File: src/rtl/sat_counter.sv
// Saturating up-counter with synchronous active-low clear.
module sat_counter #(
  parameter int unsigned WIDTH = 16
) (
  input  logic             clk,
  input  logic             rst,
  input  logic             inc,
  output logic [WIDTH-1:0] q
);

  always_ff @(posedge clk) begin
    if (!rst) begin
      q <= '0;
    end else if (inc && (q != '1)) begin
      q <= q + WIDTH'(1);
    end
  end

endmodule

File: config.mk
export PLATFORM = sky130hd
export DESIGN_NAME = sat_counter
export DESIGN_NICKNAME = d
export VERILOG_FILES = /design/src/rtl/sat_counter.sv
export SDC_FILE = /design/constraint.sdc
export NUM_CORES = 1
export LEC_CHECK = 0
export CORE_ASPECT_RATIO = 1.2
export CORE_MARGIN = 2
export CORE_UTILIZATION = 40
export DETAILED_ROUTE_END_ITERATION = 10
export GPL_TIMING_DRIVEN = 0
export HOLD_SLACK_MARGIN = 0.03
export PLACE_DENSITY = 0.66
export SYNTH_ARGS = -nofsm -noshare
export SYNTH_HDL_FRONTEND = slang
export SYNTH_SLANG_ARGS = --single-unit
export TNS_END_PERCENT = 100
File: constraint.sdc
create_clock -name clk -period 3.1 [get_ports clk]
set_input_delay 0.62 -clock clk [delete_from_list [all_inputs] [get_ports clk]]
set_output_delay 0.62 -clock clk [all_outputs]
set_load 0.01 [all_outputs]
==> summary.txt <==
Max_slew headroom: 53.46%
Number of synthesized flops with an enable pin: 0
Syn nets: 101
H-tree Lvls: 1
CTS clk-pin slew, worst paths: 100 ps
Post-synth top area share: 38.27%
Total grt overflow: 0
Global-route wire length before repair: 3.125 mm
Clock latency on the worst-skew pair: 290 ps
Reg with most FFs: q
N_diodes: 0
R2R setup slack: 1130 ps
Post-route ant nets: 0
Hold slack: 523.2 ps
Total CTS buffers: 3
Placed Area: 1042 um2
Worst vdd ir: 0.0001693 V
PwrDens: 318.7 nW/um2
Routed vias: 828
Critical R2R Launch: q[0]
Max Root-Sink Buffers: 2
Final wirelength: 1.824 mm
Top FF cell, synth: dfxtp_1
Cells after synthesis: 97
DIE WIDTH: 45.76 um
Layout cells sized above 1: 5.932%
Top-count cell post-synth: dfxtp_1
Final hold vios: 0
Period utilisation layout: 64.38%
Synth top area cells: dfxtp_1, a21oi_1, nand2_1
Root buf cell: clkbuf_4
Max Slew Vio Count: 0
Vias in the first global route: 743
Final Non-Filler Cells: 138
Wire per inst: 13.22 um
Worst hold path type: reg -> reg
Final Instance Area: 1065 um2
RSZ-0062 raised after global routing: no
Largest net degree at the start of global routing: 11
Min Tclk post-route: 1996 ps
Slew of the pin with the lowest slew margin: 692.3 ps
CP Cell Sequence: clkdlybuf4s50_1
Critical path depth: 1
FF-to-FF path depth: 6
Ports: 19
RePlAce Congestion: 0.8190
Port buffer count: 18
Critical path type: reg -> out
Num Clock Sinks: 16
Synth cell count leaders: dfxtp_1, nand2_1, a21oi_1, nand3_1
Crit-path max cell delay: 590 ps
Core Area: 2027 um2
Max Clock Skew: 5.775 ps
DIE AREA: 2476 um2
Row Count: 18
Final #Nets: 124
Slowest CP cell: clkdlybuf4s50_1
Max-cap violation count: 0
Hpwl dp: 1.328 mm
Die H: 54.11 um
DRC: 0
Pleak: 0.3381 nW
1st-iter DRT viols: 26
DRT Pass-1 Iters: 4
Post-CTS Setup Bufs: 0
CP top delay family: buffers and inverters
TritonCTS clock tree: done
Cell taking the most area after synthesis: dfxtp_1
Finish-stage setup viols: 0
Initial Utilization: 41.30%
Max reg flops: 16
Bufs and invs on worst path: 1
Post-synthesis sequential area ratio: 38.27%
Fin Setup TNS: 0 ps
Registers with the most flip-flops: q x16
Synth Area per Inst: 8.629 um2
Critical path launch point: q[5]
Mapped Area: 837.1 um2
Ys async rst share: 0%
Synth Warn #: 0
Post-synth cell types: 31
CP Data Arrival Time: 1380 ps
Max Fclk: 0.5011 GHz
PostCTS Resize Cnt: 0
Yosys reg bits: 16
Overall Global Routing Usage: 17.23%
Setup crit end: q[5]
Status: finished clean
Worst-path fanout max: 7
Endpoint class of the critical path: primary output
Synthesis-to-layout area growth: 27.20%
# placed instances: 135
CTS Hold Bufs: 0
RR Endpoint: q[15]
Required time of the critical path: 2480 ps
Startpoint types: flip-flop
Via density: 6.000
Antenna violations before repair: 0
metal layers:
layer  wire [um]  track usage [%]  up-vias
met5           0                0        -
met4          37            7.143        0
met3          49            3.020        5
met2         824            28.87       17
met1         913            21.46      385
li1            -                -      421
worst min path at each step:
stage | start | endpoint | cells after the start
6_report | q[9] | q[9] | 2
5_1_grt | q[11] | q[11] | 2
4_1_cts | q[9] | q[9] | 2
3_5_place_dp | q[9] | q[9] | 2
3_3_place_gp | q[9] | q[9] | 2
2_1_floorplan | q[9] | q[9] | 2
through the flow:
step                util (%)  setup slack (ps)   power, W
floorplan                  -              1497  0.0002224
global placement       51.42             894.8  0.0002326
detailed placement     51.42             905.9  0.0002329
CTS                    52.53              1114  0.0003398
global route           52.53             956.9  0.0003510
finish                 52.53              1104  0.0003394
cell usage in the layout (no fill, tap or decap), drive strengths merged, types with 2 or more instances in the layout:
cell type | synthesis | final
clkdlybuf4s50 | 0 | 18
dfxtp | 16 | 16
nand2 | 10 | 10
a21oi | 9 | 9
nand3 | 6 | 6
o31ai | 5 | 5
or4 | 5 | 5
nor2 | 5 | 5
inv | 4 | 4
o21ai | 4 | 4
nand4 | 4 | 4
nor4 | 4 | 4
clkbuf | 1 | 4
and4 | 3 | 3
mux2i | 3 | 3
or3 | 3 | 3
nor3 | 2 | 2
nand2b | 2 | 2
layout make-up:
| type | count | area [um2] |
|---|---|---|
| Clock buffer | 3 | 22.52 |
| Tap cell | 20 | 25.02 |
| Multi-Input combinational cell | 75 | 490.5 |
| Inverter | 4 | 15.01 |
| Sequential cell | 16 | 320.3 |
| Fill cell | 199 | 962.2 |
| Buffer | 2 | 11.26 |
| Timing Repair Buffer | 18 | 180.2 |
kinds of logic (layout without fill, tap and decap cells):
kind of cell,after synthesis,after routing,share of synthesized area [%]
XOR/XNOR,2,2,2.093
adder cells (fa/ha/maj),1,1,1.495
AO/OA/AOI/OAI,22,22,16.44
flip-flops,16,16,38.27
buffers and inverters,6,27,3.138
multiplexers,3,3,3.588
AND/OR/NAND/NOR,47,47,34.98
power breakdown:
part / switching, W / total [W] / internal (W)
Sequential: 0.00000261 / 0.000210 / 0.000207
Combinational: 0.00000958 / 0.0000181 / 0.00000852
Clock: 0.0000662 / 0.000111 / 0.0000452
Total: 0.0000783 / 0.000339 / 0.000261
Power figures use the tool's default switching activity.
==> edit 1: new RTL, same flow settings <==
Reset style: asynchronous (`rst`), changed in one clocked block.
--- a/src/rtl/sat_counter.sv
+++ b/src/rtl/sat_counter.sv
@@ -10,3 +10,3 @@
 
-  always_ff @(posedge clk) begin
+  always_ff @(posedge clk or negedge rst) begin
     if (!rst) begin
Formal check against the unedited RTL: differs if rst is asserted again (counterexample within 4 cycles, from zero or initial values and one cycle with rst low); with rst held inactive, the same outputs for 10 cycles.
==> edit 1 against the unedited design <==
Register-to-register slack improved by 300 ps; core utilization rose by 1.8 points; routed wire length fell by 4.1%; design area rose by 4.6%; setup slack improved by 14 ps; sequential cell count did not move; cell count fell by 10%; critical endpoint is now q[2]; largest cell class unchanged; sequential share of layout area rose by 5.9 points; area after synthesis rose by 2.7%.
Power is not compared: it rests on default switching activity, and its combinational part moved more than twofold at a synthesized area within 25%.
==> edit 1: results (changes against the unedited design) <==
| Metric | Value |
|---|---|
| Status | complete, no violations |
| Count of cell types in the netlist | 27 (-13%) |
| Seq. cell area | 400 um2 (+25%) |
| Register area share after synthesis | 46.6% (+8.3 points) |
| Critical R2R Launch | q[0]$_DFFE_PN0P_ |
| Clk_skew | 4.45 ps (-1.32 ps) |
| Seq Cell Count | 16 (unchanged) |
| Plain + repair buffers | 18 (-10%) |
| First-pass GRT wire length | 3.08 mm (-1.5%) |
| Inverter count | 0 (-4) |
| Asr flop ratio synth | 100% (+100 points) |
| Clock buffers | 4 (+1) |
| Multi-Input Combinational | 56 (-25%) |
| Metal2 WL | 822 um (-0.24%) |
| Least-Margin Pin Slew | 725 ps (+32.9 ps) |
| Clock tree cell share of total cell area | 3.26% (+1.1 points) |
| Vias in the first global route | 674 (-9.3%) |
| Synth area leaders | dfrtp_1, nand4_1, xnor2_1, nor4_4, o21a_1 |
| Routed wire length | 1.75 mm (-4.1%) |
| Layout non-clock buf frac | 16.2% (-1.8 points) |
| DP Wirelength | 1.29 mm (-2.6%) |
| Arrival @ worst endpoint | 1360 ps (-20 ps) |
| Initial DRC count | 6 (-77%) |
| Placed cells | 120 (-11%) |
| Fraction of layout cells with a size suffix above 1 | 14.9% (+9.0 points) |
| Vias per cell | 5.25 (-13%) |
| Gr usage total | 17.1% (-0.091 points) |
| Met1 WL | 837 um (-8.3%) |
| Post-place instance area | 0.00108 mm2 (+3.4%) |
| HP Start | q[15]$_DFFE_PN0P_ |
| Syn-to-layout area delta | 29.5% |
| XOR/XNOR Fraction of Synth Area | 7.13% (+5.0 points) |
| Pin count of the biggest net entering global routing | 17 (+6) |
| Worst Setup SP | q[2]$_DFFE_PN0P_ |
| Met3 wire length | 70 um (+43%) |
| Adder-cell share of the synthesized area | 1.46% (-0.039 points) |
edit 1: path summary, 6_finish.rpt:
kind / slack (ps) / depth (start not counted) / end
min in group asynchronous: 760 / 1 / q[1]$_DFFE_PN0P_
min: 530 / 1 / q[15]$_DFFE_PN0P_
min reg2reg: 530 / 1 / q[15]$_DFFE_PN0P_
max reg2reg: 1430 / 5 / q[10]$_DFFE_PN0P_
max in group asynchronous: 1880 / 1 / q[2]$_DFFE_PN0P_
max: 1120 / 1 / q[2]
edit 1: routing by layer:
layer,global-route usage [%],up-vias
met3,3.30,2
met4,10.0,0
li1,-,329
met2,27.5,13
met1,21.0,307
met5,0,-
edit 1: power by group:
group | total [W] | internal [W] | switching (W)
Clock | 0.000134 | 0.0000714 | 0.0000622
Combinational | 0.000197 | 0.000110 | 0.0000871
Sequential | 0.000317 | 0.000249 | 0.0000685
==> edit 2: new RTL, same flow settings <==
Made on the original files. `WIDTH`: 16 -> 24.
--- a/src/rtl/sat_counter.sv
+++ b/src/rtl/sat_counter.sv
@@ -2,3 +2,3 @@
 module sat_counter #(
-  parameter int unsigned WIDTH = 16
+  parameter int unsigned WIDTH = 24
 ) (
Interface: changed (resized q); port bits go from 19 to 27. No check against the original RTL was run, so the function may have changed too.
==> edit 2 against the unedited design <==
Routed wire length increased by 63%; global-route usage shrank 0.44 points; sequential cell count increased by 8; clock skew increased by 7.8 ps; total power up 51%; design area rose by 52%; setup slack lost 92 ps; hold slack lost 8.4 ps; area after synthesis is 53% higher; critical endpoint is now q[17]$_SDFFE_PN0P_.
==> edit 2: results (changes against the unedited design) <==
| Metric | Value |
|---|---|
| Post-CTS sizing | 0 (unchanged) |
| HP Start | q[1]$_SDFFE_PN0P_ |
| Sw frac | 22.6% (-0.53 points) |
| Arrival @ worst endpoint | 2350 ps (+970 ps) |
| Post-place instance area | 0.00159 mm2 (+52%) |
| Critical Path End | q[17]$_SDFFE_PN0P_ |
| Min-Delay Path Depth | 2 (unchanged) |
| Vias per cell | 5.51 (-8.2%) |
| Placed cells | 214 (+59%) |
| Pre-Repair DR Iteration Count | 5 (+1) |
| Nets | 187 (+51%) |
| Initial DRC count | 34 (+31%) |
| Routability cong. | 0.769 (-6.1%) |
| Root Buffer | clkbuf_4 |
| Fin cells | 218 (+58%) |
| Synth area leaders | dfxtp_1, xnor2_1, mux2i_1, nand2_1, nor2_1 |
| Post-synth top cells | dfxtp_1, nand2_1, nor2_1, nand3_1, xnor2_1 |
| Number of port buffers | 26 (+8) |
| CTS Buffer Depth | 2 (unchanged) |
| Asr flop ratio synth | 0% (unchanged) |
| Synthesized net count | 156 (+54%) |
| Final hold slack | 515 ps (-8.44 ps) |
| Biggest regs | q: 24 flops |
| Clock-pin slew on the worst setup and hold paths | 140 ps (+40 ps) |
| Critical path fanouts, max | 5 (-2) |
| First-pass GRT wire length | 4.90 mm (+57%) |
| WHS Endpoint | q[1]$_SDFFE_PN0P_ |
| Worst-Skew Late Latency | 320 ps (+30 ps) |
| DP Wirelength | 2.19 mm (+65%) |
| Syn avg cell area | 8.42 um2 (-2.4%) |
| Routed wire length | 2.98 mm (+63%) |
| Pin count of the biggest net entering global routing | 14 (+3) |
| Gr usage total | 16.8% (-0.44 points) |
| Worst Setup SP | inc |
| Top FF cell, synth | dfxtp_1 |
| Slew Limit Headroom | 51.1% (-2.3 points) |
| Ys Warns | 0 (unchanged) |
| CTS Buf Count | 3 (unchanged) |
| Fraction of layout cells with a size suffix above 1 | 7.69% (+1.8 points) |
| R2r setup slk | approximately 1100 ps |
| H-tree Lvls | 1 (unchanged) |
| Reg2reg path depth | 5 (-1) |
| Pleak | 0.544 nW (+61%) |
| Vias in the first global route | 1065 (+43%) |
| Clk_skew | 13.5 ps (+7.77 ps) |
| Worst hold path type | reg -> reg |
| Initial antenna violation count | 0 (unchanged) |
| N_diodes | 0 (unchanged) |
| Count of cell types in the netlist | 32 (+3.2%) |
| Critical R2R Launch | q[17]$_SDFFE_PN0P_ |
| Post-CTS Setup Bufs | 0 (unchanged) |
| Peak VDD IR | 0.220 mV (+30%) |
| Register area share after synthesis | 37.5% (-0.73 points) |
| Status | complete, no violations |
-- edit 2: routing by layer --
layer / part of all wire (%) / vias to the layer above / track usage, %
li1: - / 604 / -
met3: 3.5 / 4 / 1.96
met4: 1.2 / 0 / 5.49
met5: 0 / - / 0
met1: 48 / 559 / 21.6
met2: 47 / 34 / 29.2
-- edit 2: critical path, cell delays in order --
cell and delay, ps:
clkdlybuf4s50_1 560, nand3_1 180, a311oi_1 550, and2_1 250
mux2i_1 190
-- edit 2: power groups by stage --
stage | logic, W | clock network, W | registers (W)
after CTS | 0.0000297 | 0.000170 | 0.000314
final | 0.0000293 | 0.000168 | 0.000314
after detailed placement | 0.0000296 | 0 | 0.000321
after global routing | 0.0000335 | 0.000184 | 0.000315
after floorplan | 0.0000142 | 0 | 0.000322
after global placement | 0.0000292 | 0 | 0.000321
-- edit 2: cell families (layout without fill, tap and decap cells) --
logic type,after synthesis,in the layout,share of synthesized area (%)
simple gates,80,80,34.9
flops,24,24,37.5
compound gates,21,21,10.7
xor+xnor,11,11,7.53
buf+inv,8,38,2.93
mux,7,7,5.47
fa+ha+maj,1,1,0.977
-- edit 2: layout make-up --
type                    instances  area, um2
multi-input cells             120        762
inverters                       5       18.8
flip-flops and latches         24        480
repair buffers                 26        260
plain buffers                   3       18.8
fillers                       303       1430
clock buffers                   4       36.3
well taps                      36       45.0
-- edit 2: through the flow --
stage | utilization, % | worst slack (ps)
floorplan | - | 1340
global placement | 51.9 | 738
detailed placement | 51.9 | 683
CTS | 53.1 | 1020
global route | 53.1 | 913
finish | 53.1 | 1010
